File: src/rtl/icache_pkg.sv
// Shared definitions for the instruction-cache read responder: line geometry,
// responder state encoding and address helpers.
package icache_pkg;

    localparam int unsigned ICACHE_LINE_WORDS = 4;
    localparam int unsigned LINE_OFF_W        = 4;

    typedef enum logic [2:0] {
        RSP_IDLE  = 3'd0,
        RSP_WAIT  = 3'd1,
        RSP_FETCH = 3'd2,
        RSP_LOAD  = 3'd3,
        RSP_RESP  = 3'd4
    } rsp_state_e;

    // Clears the byte offset inside a line so bursts always start aligned.
    function automatic logic [31:0] line_base(input logic [31:0] addr);
        return addr & ~((32'd1 << LINE_OFF_W) - 32'd1);
    endfunction

    function automatic logic [31:0] beat_addr(input logic [31:0] base, input logic [31:0] beat);
        return base + (beat << 2);
    endfunction

endpackage

File: src/rtl/icache_rd_responder.sv
// Serves one cache-line read burst at a time from a synchronous-read backing RAM,
// one word fetch per beat, with a programmable idle latency before the first fetch.
module icache_rd_responder
    import icache_pkg::*;
#(
    parameter int unsigned LAT        = 2,
    parameter int unsigned LINE_WORDS = ICACHE_LINE_WORDS
) (
    input  logic        clk,
    input  logic        rstn,
    input  logic        i_arvalid,
    input  logic [31:0] i_araddr,
    output logic        i_arready,
    output logic        i_rvalid,
    output logic [31:0] i_rdata,
    output logic        i_rlast,
    input  logic        i_rready,
    output logic        ram_en,
    output logic [31:0] ram_addr,
    input  logic [31:0] ram_rdata,
    output logic        busy
);

    localparam int unsigned BW = (LINE_WORDS > 1) ? $clog2(LINE_WORDS) : 1;
    localparam logic [BW-1:0] LAST_BEAT = BW'(LINE_WORDS - 1);
    localparam logic [3:0]    LAT_INIT  = 4'(LAT);

    rsp_state_e     state_r;
    logic [31:0]    base_r;
    logic [BW-1:0]  beat_r;
    logic [3:0]     wait_cnt_r;
    logic [31:0]    data_r;
    logic           arready_r;
    logic           rvalid_r;
    logic           rlast_r;
    logic           ram_en_r;
    logic [31:0]    ram_addr_r;
    logic           busy_r;

    // Burst sequencer; every output is registered alongside the state it belongs to.
    always_ff @(posedge clk) begin
        if (!rstn) begin
            state_r    <= RSP_IDLE;
            base_r     <= 32'h0;
            beat_r     <= '0;
            wait_cnt_r <= 4'd0;
            data_r     <= 32'h0;
            arready_r  <= 1'b0;
            rvalid_r   <= 1'b0;
            rlast_r    <= 1'b0;
            ram_en_r   <= 1'b0;
            ram_addr_r <= 32'h0;
            busy_r     <= 1'b0;
        end else begin
            ram_en_r   <= 1'b0;
            ram_addr_r <= 32'h0;
            rvalid_r   <= 1'b0;
            rlast_r    <= 1'b0;
            case (state_r)
                RSP_IDLE: begin
                    // The ready flag is registered, so the cycle right after reset never accepts.
                    if (arready_r && i_arvalid) begin
                        base_r     <= line_base(i_araddr);
                        beat_r     <= '0;
                        wait_cnt_r <= LAT_INIT;
                        arready_r  <= 1'b0;
                        busy_r     <= 1'b1;
                        if (LAT_INIT != 4'd0) begin
                            state_r <= RSP_WAIT;
                        end else begin
                            state_r    <= RSP_FETCH;
                            ram_en_r   <= 1'b1;
                            ram_addr_r <= line_base(i_araddr);
                        end
                    end else begin
                        arready_r <= 1'b1;
                        busy_r    <= 1'b0;
                    end
                end
                RSP_WAIT: begin
                    wait_cnt_r <= wait_cnt_r - 4'd1;
                    if (wait_cnt_r <= 4'd1) begin
                        state_r    <= RSP_FETCH;
                        ram_en_r   <= 1'b1;
                        ram_addr_r <= beat_addr(base_r, 32'(beat_r));
                    end else begin
                        state_r <= RSP_WAIT;
                    end
                end
                RSP_FETCH: begin
                    state_r <= RSP_LOAD;
                end
                RSP_LOAD: begin
                    data_r   <= ram_rdata;
                    state_r  <= RSP_RESP;
                    rvalid_r <= 1'b1;
                    rlast_r  <= (beat_r == LAST_BEAT);
                end
                RSP_RESP: begin
                    if (i_rready) begin
                        if (beat_r == LAST_BEAT) begin
                            state_r   <= RSP_IDLE;
                            arready_r <= 1'b1;
                            busy_r    <= 1'b0;
                        end else begin
                            beat_r     <= beat_r + BW'(1);
                            state_r    <= RSP_FETCH;
                            ram_en_r   <= 1'b1;
                            ram_addr_r <= beat_addr(base_r, 32'(beat_r + BW'(1)));
                        end
                    end else begin
                        state_r  <= RSP_RESP;
                        rvalid_r <= 1'b1;
                        rlast_r  <= rlast_r;
                    end
                end
                default: begin
                    state_r   <= RSP_IDLE;
                    arready_r <= 1'b0;
                    busy_r    <= 1'b0;
                end
            endcase
        end
    end

    assign i_arready = arready_r;
    assign i_rvalid  = rvalid_r;
    assign i_rdata   = data_r;
    assign i_rlast   = rlast_r;
    assign ram_en    = ram_en_r;
    assign ram_addr  = ram_addr_r;
    assign busy      = busy_r;

endmodule

File: config.mk
export PLATFORM = sky130hd
export DESIGN_NAME = icache_rd_responder
export DESIGN_NICKNAME = d
export VERILOG_FILES = /design/src/rtl/icache_pkg.sv /design/src/rtl/icache_rd_responder.sv
export SDC_FILE = /design/constraint.sdc
export NUM_CORES = 1
export LEC_CHECK = 0
export CELL_PAD_IN_SITES_DETAIL_PLACEMENT = 2
export CELL_PAD_IN_SITES_GLOBAL_PLACEMENT = 2
export CORE_ASPECT_RATIO = 1.2
export CORE_MARGIN = 3
export CORE_UTILIZATION = 28
export DETAILED_ROUTE_END_ITERATION = 12
export PLACE_DENSITY_LB_ADDON = 0.25
export SETUP_SLACK_MARGIN = 0.05
export SLEW_MARGIN = 20
export SYNTH_ARGS = -nofsm -noshare
export SYNTH_HDL_FRONTEND = slang
export SYNTH_SLANG_ARGS = --single-unit
File: constraint.sdc
create_clock -name clk -period 3.3 [get_ports clk]
set_input_delay 0.495 -clock clk [delete_from_list [all_inputs] [get_ports clk]]
set_output_delay 0.495 -clock clk [all_outputs]
set_load 0.03 [all_outputs]
[Word-level counts from Yosys, hierarchy flattened]
Index checks and enable logic that the tools add are counted.
Storage, ports and cells
  bits in registers: 106
  input bits: 68
  output and inout port bits: 69
  word-level logic and storage cells: 67
Cells by class
  $add $sub $neg: 5
  order comparisons: 1
  equal/unequal tests: 9
  muxes and demuxes: 31
  bitwise gates (word level): 1
  reduce and logical (&&, ||, !) cells: 9
Operators by type and width (count)
  $mux W32: 3
  $pmux W32 S2: 1
  $add A32 B4 Y32: 1
  $add A32 B5 Y32: 1
  $pmux W3 S5: 1
  $mux W1: 11
  $mux W2: 5
  $ne A2 B2 Y1 const B: 4
  $pmux W4 S2: 1
  $eq A3 B2 Y1 const B: 2
  $mux W3: 2
  $pmux W1 S2: 3
  $pmux W1 S3: 2
  $le A4 B1 Y1 const B: 1
  $mux W4: 1
  $pmux W2 S2: 1
  $reduce_and A2 Y1: 2
  $reduce_and A4 Y1: 1
  $reduce_bool A2 Y1: 2
  $sub A4 B1 Y4 const B: 1
  $add A2 B1 Y3 const B: 1
  $eq A3 B1 Y1 const B: 1
  $eq A3 B3 Y1 const B: 1
  $logic_not A3 Y1: 1
  other kinds (6): 6

[Logic depth before layout (Yosys ltp)]
Gate-level depths: netlist of run 1.
  depth in word-level cells: 5
  depth in mapped cells: 8
  gate-level depth less buffers: 8

[Least setup slack after synthesis of run 1]
Ideal clock, no wire load.
  path kind: register to register
  start point: reg beat_r[0]
  end point: reg ram_addr_r[18], in the netlist ram_addr[18]
  setup time: 72 ps
  data arrival time: 2060 ps
  data required time: 3228 ps
  slack: 1169 ps
  stages on the path, launching flop included: 9
  path buffers: 0
  period minus slack after synthesis: 2131 ps
  cell sequence: dfxtp_1 ha_1 and2_1 ha_1 nand3_1 nor4_1 nand3_1 or3_1 mux2i_1
Between the ends
  cells in the longest elaborated chain, start to end: 5
  elaborated cells on any way between the ends: 8
  those cells by class: add/sub: 3; eq/ne: 1; mux: 4
RTL lines
  start: declaration: line icache_rd_responder.sv:30  | logic [BW-1:0] beat_r;
  start signal: assignment: line icache_rd_responder.sv:106  | beat_r <= beat_r + BW'(1);
  $add A2 B1 Y3: line icache_rd_responder.sv:109  | ram_addr_r <= beat_addr(base_r, 32'(beat_r + BW'(1)));
  $add A32 B5 Y32: line icache_pkg.sv:22  | return base + (beat << 2);
  $mux W32: line icache_rd_responder.sv:101  | if (beat_r == LAST_BEAT) begin
  $mux W32: line icache_rd_responder.sv:100  | if (i_rready) begin
  $pmux W32 S2 *: line icache_rd_responder.sv:59  | case (state_r)
  end signal: assignment: line icache_rd_responder.sv:73  | ram_addr_r <= line_base(i_araddr);
  end signal: assignment: line icache_rd_responder.sv:85  | ram_addr_r <= beat_addr(base_r, 32'(beat_r));
  end signal: assignment: line icache_rd_responder.sv:109
  end: declaration: line icache_rd_responder.sv:37  | logic [31:0] ram_addr_r;
Mark *: on every way between the ends. The rest lies on a longest branch, timed or not.
A chain may end at the register's enable or synchronous reset.

[Final worst setup path of run 1]
Same ends and word-level chain as after synthesis.

==> results.sh, run 1 <==
export IMPL_io_pins=137
export IMPL_placed_area_sq_mm=0.00564
export IMPL_max_freq_ghz=0.375
export IMPL_num_rows=48
export IMPL_holdPathStages=1
export IMPL_period_needed_ns=2.67
export IMPL_cp_data_required_time_ns=3.58
export IMPL_hold_end="ram_addr[30]"
export IMPL_dr_pass1_iters=4
export IMPL_stdcell_count=809
export IMPL_ys_ff_latch=104
export IMPL_vias=3889
export IMPL_slowest_delay_ns=0.51
export IMPL_outcome="completed"
export IMPL_multi_input_area_sq_mm=0.00196
export IMPL_register_area_sq_mm=0.00208
export IMPL_cp_cell_sequence="ha_1, and2_1, ha_1, nand3_1, nor4_1, nand3_1, or3_1, mux2i_1"
export IMPL_nets=676
export IMPL_drive_gt1_share_pct=5.75
export IMPL_clock_path_buffers=2
export IMPL_cts_tree="yes"
export IMPL_hp_class="flop to flop"
export IMPL_crit_type="flop to flop"
export IMPL_synthToLayoutAreaGrowth_pct=42.7
export IMPL_fin_tns_setup_ns=0
export IMPL_post_cts_resized=0
export IMPL_core_area_sq_mm=0.0145
export IMPL_min_period_over_period_pct=80.9
export IMPL_synth_top_family_by_area="simple AND/OR/NAND/NOR gates"
export IMPL_cellLeakagePower_uw=0.00204
export IMPL_routedWlPerCell_microns=17.1
export IMPL_start_kind="flop"
export IMPL_die_width_microns=118
export IMPL_htree_levels=3
export IMPL_fin_area_sq_mm=0.00596
export IMPL_vdd_drop_max_mv=0.231
export IMPL_die_y_microns=140
export IMPL_vias_per_cell=4.81
export IMPL_synth_cells=487
export IMPL_rrSetupSlack_ns=0.63
export IMPL_clkLatencyLatePin_ns=0.35
export IMPL_p_sw_uw=913
export IMPL_fillCellCount=1658
export IMPL_cap_violations=0
export IMPL_synth_top_flop_cell="dfxtp_1"
export IMPL_dieArea_sq_mm=0.0164
export IMPL_synthesis_area_sq_mm=0.00418
export IMPL_slew_headroom_pct=54.4
export IMPL_grt_max_degree=75
export IMPL_min_from="base_r[30]"
export IMPL_ys_seq_area_share_pct=49.8
export IMPL_crit_fanout=8
export IMPL_drt_wl_total_microns=13900
export IMPL_synth_simple_gate_area_share_pct=25.7
export IMPL_antenna_found_initial=0
export IMPL_r2r_cells=8
export IMPL_p_int_uw=2230
export IMPL_r2r_end="ram_addr[18]"
export IMPL_path_clk_slew_ns=0.07
export IMPL_utilization_pct=41.0
export IMPL_post_cts_buffers=0
export IMPL_start_util_pct=28.8
export IMPL_ys_async_sr_fraction_pct=0
export IMPL_synthAdderAreaFrac_pct=1.20
export IMPL_overflow=0
export IMPL_synthMuxAreaShare_pct=0.239
export IMPL_p_comb_share_pct=17.3
export IMPL_grtUsageTotal_pct=17.2
export IMPL_syn_avg_cell_area_sq_um=8.58
export IMPL_io_buffer_count=130
export IMPL_critPathCaptureType="flop"
export IMPL_switching_share_pct=29.0
export IMPL_synth_xor_area_share_pct=0.419
export IMPL_drt_drc_violations_left=0
export IMPL_rsz0062_at_grt="false"
export IMPL_hold_viol=0
export IMPL_cts_sink_count=104
export IMPL_gp_congestion=0.784
export IMPL_grt_pass1_wl_microns=22800
export IMPL_ant_nets=0
export IMPL_slew_violations=0
export IMPL_synth_edf_count=0
export IMPL_fin_skew_ns=0.00633
export IMPL_power_density_mw_per_mm2=528
export IMPL_dp_cells=793
export IMPL_cts_buffers=9
export IMPL_cts_hold_buf=0
export IMPL_grt_pass1_vias=4386
export IMPL_cp_arrival_ns=2.95
export IMPL_max_slew_worst_pin_slew_ns=0.684
export IMPL_r2r_start="beat_r[0]"
export IMPL_synth_cell_types=50
export IMPL_power_frac_clock_pct=37.1
export IMPL_synth_compound_area_share_pct=18.9
export IMPL_power_frac_seq_pct=45.6
export IMPL_root_buffer="clkbuf_16"
export IMPL_drtIter0Drc=152
export IMPL_dp_final_hpwl_microns=9680
export IMPL_yosys_warnings=0
export IMPL_slowest_stage="nor4_1"
export IMPL_antenna_cells=0
export IMPL_finalSetupViolations=0
==> power groups by stage <==
stage / combinational, uW / sequential, uW / clock (uW)
after floorplan: 313 / 1460 / 0
after global placement: 527 / 1460 / 0
after detailed placement: 555 / 1460 / 0
after CTS: 559 / 1440 / 1200
after global routing: 615 / 1450 / 1250
final: 545 / 1430 / 1170
==> cells in the final DEF, fill, tap and decap left out, drive strengths merged, types with 3 or more instances in the layout <==
| cell | instances |
|---|---|
| inv | 4 |
| nor3 | 10 |
| nand2 | 141 |
| nand3 | 9 |
| nor2b | 3 |
| clkinv | 3 |
| a22oi | 3 |
| nor2 | 22 |
| o21a | 3 |
| a21boi | 60 |
| o21ai | 13 |
| ha | 4 |
| clkdlybuf4s50 | 129 |
| a31oi | 4 |
| and2 | 17 |
| a21oi | 17 |
| nor3b | 5 |
| clkbuf | 9 |
| nand4 | 6 |
| o211ai | 3 |
| nand3b | 3 |
| buf | 7 |
| or2 | 3 |
| dfxtp | 104 |
==> through the flow <==
step	setup slack, ns	total power (uW)	hold WS [ns]
after CTS	0.626	3200	0.473
after global routing	0.382	3320	0.498
after global placement	0.808	1980	0.451
after floorplan	1.17	1770	0.430
final	0.630	3150	0.466
after detailed placement	0.716	2020	0.456
==> synth_stat cells, drive strengths merged, types with 4 or more instances <==
library cell,instances,share of area [%]
nand4,6,1.0
ha,4,1.2
nor2,22,2.2
a31oi,4,0.60
nor3b,5,1.4
a21boi,60,11
nand3,9,1.1
clkbuf,19,1.7
nor3,10,1.2
buf,12,1.6
dfxtp,104,50
a21oi,17,2.0
o21ai,13,1.6
nand2,141,13
and2,17,2.5
==> routing by layer <==
metal	up-vias	track usage, %	wire, microns
met2	93	32.0	7320
met4	0	6.36	226
met1	1912	18.3	5450
met5	-	0	0
li1	1870	-	-
met3	14	5.24	862
==> cells by family after synthesis <==
kind of cell / count (synthesis)
buffers and inverters: 34
and+or+nand+nor: 228
AOI/OAI and AO/OA: 113
adders and majority gates: 4
other: 1
DFF: 104
muxes: 1
xor gates and xnor gates: 2
==> worst max-delay path, delay by kind of cell (launching register included) <==
family | cells | cell delay, ns
AND/OR/NAND/NOR | 5 | 1.48
multiplexers | 1 | 0.14
adder cells (fa/ha/maj) | 2 | 0.57
flip-flops | 1 | 0.40
==> flip-flops by register name, summed over array words and instances (netlist names) <==
register / cells
state_r: 3
beat_r: 2
i_arready: 1
i_rdata: 32
base_r: 28
ram_en: 1
busy: 1
i_rlast: 1
ram_addr: 30
i_rvalid: 1
wait_cnt_r: 4
==> layout make-up <==
type,count,area share (%)
multi-input cells,350,32.8
clock buffers,9,3.78
flip-flops and latches,104,34.9
inverters,3,0.189
well taps,200,4.20
clock inverters,7,1.59
repair buffers,136,22.5
==> worst max-delay path by stage <==
stage / endpoint / start / cells past startpoint / slack (ns)
after floorplan: ram_addr[18] / beat_r[0] / 8 / 1.17
after global routing: ram_addr[18] / beat_r[0] / 8 / 0.38
after detailed placement: ram_addr[18] / beat_r[0] / 8 / 0.72
after CTS: ram_addr[18] / beat_r[0] / 8 / 0.63
final: ram_addr[18] / beat_r[0] / 8 / 0.63
after global placement: ram_addr[18] / beat_r[0] / 8 / 0.81
Power figures use the tool's default switching activity.
==> run 2: changes to the inputs <==
- CORE_UTILIZATION: 28 -> 26
- clock period: 3.3 -> 2.75 ns (I/O delays scaled with it)
==> results.sh, run 2 (synthesis results as in run 1) <==
export IMPL_antenna_cells=0
export IMPL_p_int_uw=2690
export IMPL_nets=679
export IMPL_fin_area_sq_mm=0.00600
export IMPL_fillCellCount=1762
export IMPL_outcome="completed"
export IMPL_final_common_cell="nand2_1"
export IMPL_p_sw_uw=1060
export IMPL_period_needed_ns=2.52
export IMPL_vdd_drop_max_mv=0.241
export IMPL_cellLeakagePower_uw=0.00205
export IMPL_crit_type="flop to flop"
export IMPL_grt_max_degree=75
export IMPL_power_frac_clock_pct=36.8
export IMPL_num_rows=50
export IMPL_vias=3885
export IMPL_wirelength_met1_microns=5330
export IMPL_cts_sink_count=104
export IMPL_stdcell_count=820
export IMPL_startpoint="beat_r[0]"
export IMPL_top_layer="met4"
export IMPL_overflow=0
export IMPL_path_clk_slew_ns=0.07
export IMPL_cp_arrival_ns=2.82
export IMPL_cts_buffers=9
export IMPL_dieArea_sq_mm=0.0176
export IMPL_power_density_mw_per_mm2=625
export IMPL_core_area_sq_mm=0.0157
export IMPL_grt_pass1_wl_microns=22000
export IMPL_drive_gt1_share_pct=6.05
export IMPL_die_width_microns=122
export IMPL_cap_violations=0
export IMPL_power_frac_seq_pct=45.5
export IMPL_placed_area_sq_mm=0.00568
export IMPL_synthToLayoutAreaGrowth_pct=43.4
export IMPL_cp_data_required_time_ns=3.05
export IMPL_layout_setup_ws_ns=0.226
export IMPL_r2r_start="beat_r[0]"
export IMPL_hp_class="flop to flop"
export IMPL_drt_wl_total_microns=13400
export IMPL_grtUsageTotal_pct=15.5
export IMPL_root_buffer="clkbuf_16"
export IMPL_io_pins=137
export IMPL_vias_per_cell=4.74
export IMPL_slew_headroom_pct=54.3
export IMPL_io_buffer_count=130
export IMPL_gp_congestion=0.758
export IMPL_hold_viol=0
export IMPL_htree_levels=3
export IMPL_max_freq_ghz=0.396
export IMPL_critPathCaptureType="flop"
export IMPL_dp_cells=804
export IMPL_start_kind="flop"
export IMPL_min_from="i_rdata[8]"
export IMPL_dr_pass1_iters=4
export IMPL_largest_reg_flops=32
export IMPL_wl_met3_microns=1020
export IMPL_pre_cts_ws_ns=0.188
export IMPL_start_util_pct=26.6
export IMPL_antenna_found_initial=0
export IMPL_routedWlPerCell_microns=16.4
export IMPL_drtIter0Drc=102
export IMPL_finalSetupViolations=0
export IMPL_switching_share_pct=28.3
export IMPL_drt_drc_violations_left=0
export IMPL_crit_fanout=8
export IMPL_clkLatencyLatePin_ns=0.35
export IMPL_ant_nets=0
export IMPL_grt_pass1_vias=4303
export IMPL_p_comb_share_pct=17.7
export IMPL_min_period_over_period_pct=91.8
export IMPL_die_y_microns=145
export IMPL_wl_met2_microns=6920
export IMPL_slew_violations=0
export IMPL_cts_tree="yes"
export IMPL_fin_tns_setup_ns=0
export IMPL_final_cell_mix="nand2_1, clkdlybuf4s50_1, dfxtp_1"
export IMPL_clock_path_buffers=2
export IMPL_rsz0062_at_grt="true"
export IMPL_max_slew_worst_pin_slew_ns=0.685
export IMPL_post_cts_buffers=0
export IMPL_fin_skew_ns=0.00462
export IMPL_dp_final_hpwl_microns=9690
-- run 2: routing by layer --
layer,GRT usage [%],vias to the layer above
met4,4.71,0
met3,6.04,10
met1,16.5,1911
met5,0,-
met2,28.0,93
li1,-,1871
-- run 2: area by class of cell --
| cell class | count | area [sq um] | area share (%) |
|---|---|---|---|
| sequential | 104 | 2080 | 34.7 |
| clock buffer | 11 | 233 | 3.88 |
| timing repair buffer | 139 | 1360 | 22.7 |
| clock inverter | 5 | 81.3 | 1.36 |
| inverter | 3 | 11.3 | 0.188 |
| multi-input combinational | 350 | 1960 | 32.8 |
| tap | 208 | 260 | 4.34 |
-- run 2: timing repair --
item / CTS / global route
hold buffers: 0 / 0
resized for setup: 0 / 1
setup endpoints to repair: 0 / 1
-- run 2: metrics by stage --
| step | utilization (%) | hold WS [ns] | total power (uW) |
|---|---|---|---|
| 2_1_floorplan | - | 0.430 | 2130 |
| 3_3_place_gp | 36.1 | 0.440 | 2390 |
| 3_5_place_dp | 36.1 | 0.457 | 2420 |
| 4_1_cts | 38.1 | 0.471 | 3830 |
| 5_1_grt | 38.2 | 0.491 | 3980 |
| 6_report | 38.2 | 0.465 | 3750 |
-- run 2: worst paths after layout --
path             endpoint  slack, ns  cells past startpoint
min reg2reg    i_rdata[8]       0.47                      2
max          ram_addr[26]       0.23                      8
min            i_rdata[8]       0.47                      2
max reg2reg  ram_addr[26]       0.23                      8
-- run 2: power groups by stage --
stage	Combinational [uW]	Clock (uW)	Sequential (uW)
after global placement	658	0	1730
after floorplan	375	0	1750
after detailed placement	681	0	1740
final	663	1380	1710
after global routing	749	1510	1720
after CTS	685	1440	1710
-- run 2: critical path, cell delays in order (launching register included) --
cell and delay [ns]:
dfxtp_1 0.41, ha_1 0.34, and2_1 0.19, ha_1 0.19, nand3_1 0.24, nor2_1 0.31, nand3_1 0.17, or4b_1 0.52
nand3_1 0.09
==> run 3: changes to the inputs <==
- CORE_UTILIZATION: 26 -> 23
- SLEW_MARGIN: 20 -> 25
- clock period: 2.75 -> 2.3 ns (I/O delays scaled with it)
==> results.sh, run 3 (synthesis results as in run 1) <==
export IMPL_slew_headroom_pct=53.0
export IMPL_hold_viol=0
export IMPL_ant_nets=0
export IMPL_p_int_uw=3170
export IMPL_grtUsageTotal_pct=14.3
export IMPL_die_y_microns=154
export IMPL_r2r_end="ram_addr[26]"
export IMPL_post_cts_resized=1
export IMPL_cap_violations=0
export IMPL_post_cts_buffers=0
export IMPL_fin_tns_setup_ns=0
export IMPL_power_density_mw_per_mm2=741
export IMPL_io_buffer_count=130
export IMPL_rsz0062_at_grt="false"
export IMPL_rrSetupSlack_ns=0.23
export IMPL_register_area_sq_mm=0.00208
export IMPL_drt_drc_violations_left=0
export IMPL_final_common_cell="nand2_1"
export IMPL_fin_skew_ns=0.0101
export IMPL_start_util_pct=23.6
export IMPL_multi_input_area_sq_mm=0.00199
export IMPL_antenna_cells=0
export IMPL_vdd_drop_max_mv=0.304
export IMPL_utilization_pct=34.3
export IMPL_drtIter0Drc=116
export IMPL_grt_pass1_wl_microns=22400
export IMPL_dp_final_hpwl_microns=9950
export IMPL_r2r_cells=8
export IMPL_fillCellCount=1963
export IMPL_cp_arrival_ns=2.36
export IMPL_crit_fanout=4
export IMPL_start_kind="flop"
export IMPL_slew_violations=0
export IMPL_synthToLayoutAreaGrowth_pct=45.3
export IMPL_largest_reg_flops=32
export IMPL_routedWlPerCell_microns=16.8
export IMPL_nets=684
export IMPL_path_clk_slew_ns=0.07
export IMPL_grt_max_degree=75
export IMPL_finalSetupViolations=0
export IMPL_switching_share_pct=29.5
export IMPL_cp_data_required_time_ns=2.60
export IMPL_die_width_microns=129
export IMPL_power_frac_clock_pct=36.7
export IMPL_min_from="base_r[31]"
export IMPL_max_freq_ghz=0.484
export IMPL_hp_class="flop to flop"
export IMPL_holdPathStages=2
export IMPL_outcome="completed"
export IMPL_gp_congestion=0.721
export IMPL_final_cell_mix="nand2_1, clkdlybuf4s50_1, dfxtp_1"
export IMPL_num_rows=53
export IMPL_cts_buffers=9
export IMPL_crit_type="flop to flop"
export IMPL_antenna_found_initial=1
export IMPL_cts_sink_count=104
export IMPL_layout_setup_ws_ns=0.233
export IMPL_cellLeakagePower_uw=0.00210
export IMPL_pre_cts_ws_ns=0.00764
export IMPL_htree_levels=3
export IMPL_io_pins=137
export IMPL_core_area_sq_mm=0.0177
export IMPL_power_frac_seq_pct=45.7
export IMPL_root_buffer="clkbuf_16"
export IMPL_clock_path_buffers=2
export IMPL_dr_pass1_iters=4
export IMPL_critPathCaptureType="flop"
export IMPL_clkLatencyLatePin_ns=0.36
export IMPL_p_comb_share_pct=17.5
export IMPL_overflow=0
export IMPL_period_needed_ns=2.07
export IMPL_vias=3878
export IMPL_max_slew_worst_pin_slew_ns=0.706
export IMPL_dieArea_sq_mm=0.0198
export IMPL_hold_end="base_r[31]"
export IMPL_cts_hold_buf=0
export IMPL_drive_gt1_share_pct=7.62
export IMPL_p_sw_uw=1330
export IMPL_vias_per_cell=4.63
export IMPL_r2r_start="beat_r[1]"
export IMPL_drt_wl_total_microns=14000
export IMPL_grt_pass1_vias=4344
export IMPL_cts_tree="yes"
export IMPL_min_period_over_period_pct=89.9
## run 3: cell types whose count changed in the layout (fill, tap and decap cells not counted), sizes merged
cell,change
buf,+5
inv,+2
bufinv,-1
clkinv,-1
## run 3: area by class of cell
type                       count  share of cell area (%)
clock buffer                  11                    4.16
clock inverter                 5                    1.03
inverter                       3                   0.185
multi-input combinational    350                    32.7
sequential                   104                    34.3
tap                          220                    4.53
timing repair buffer         144                    23.1
## run 3: worst max path at each step
stage	start	endpoint	slack, ns	depth (start not counted)
floorplan	beat_r[0]	ram_addr[18]	0.17	8
global placement	beat_r[0]	ram_addr[18]	0.11	8
detailed placement	beat_r[0]	ram_addr[18]	0.008	8
CTS	beat_r[0]	ram_addr[18]	0.04	8
global route	beat_r[1]	ram_addr[30]	0.09	8
finish	beat_r[1]	ram_addr[26]	0.23	8
## run 3: routing by layer
layer / vias to the layer above / wire length [microns] / track usage [%]
li1: 1885 / - / -
met1: 1878 / 5510 / 15.1
met2: 99 / 7190 / 25.7
met3: 14 / 1110 / 5.35
met4: 2 / 215 / 4.95
met5: - / 15 / 0
## run 3: critical path, cell delays in order (launching register included)
cell     delay [ns]
dfxtp_1        0.38
ha_1           0.19
and2_1         0.14
ha_1           0.23
nand3_4        0.15
nor2_2         0.16
nand3_1        0.15
or4b_1         0.53
nand3_1        0.09
## run 3: power by group through the flow
stage | registers [uW] | logic (uW) | clock network (uW)
floorplan | 2090 | 449 | 0
global placement | 2090 | 776 | 0
detailed placement | 2100 | 805 | 0
CTS | 2060 | 811 | 1710
global route | 2080 | 887 | 1790
finish | 2060 | 788 | 1650
## run 3: through the flow
stage / power [uW] / instance area (sq um) / hold WS (ns) / instances
5_1_grt: 4760 / 6070 / 0.493 / 837
4_1_cts: 4580 / 6050 / 0.472 / 837
6_report: 4500 / 6070 / 0.460 / 837
3_3_place_gp: 2860 / 5730 / 0.449 / 821
2_1_floorplan: 2540 / 4180 / 0.430 / 488
3_5_place_dp: 2900 / 5730 / 0.458 / 821
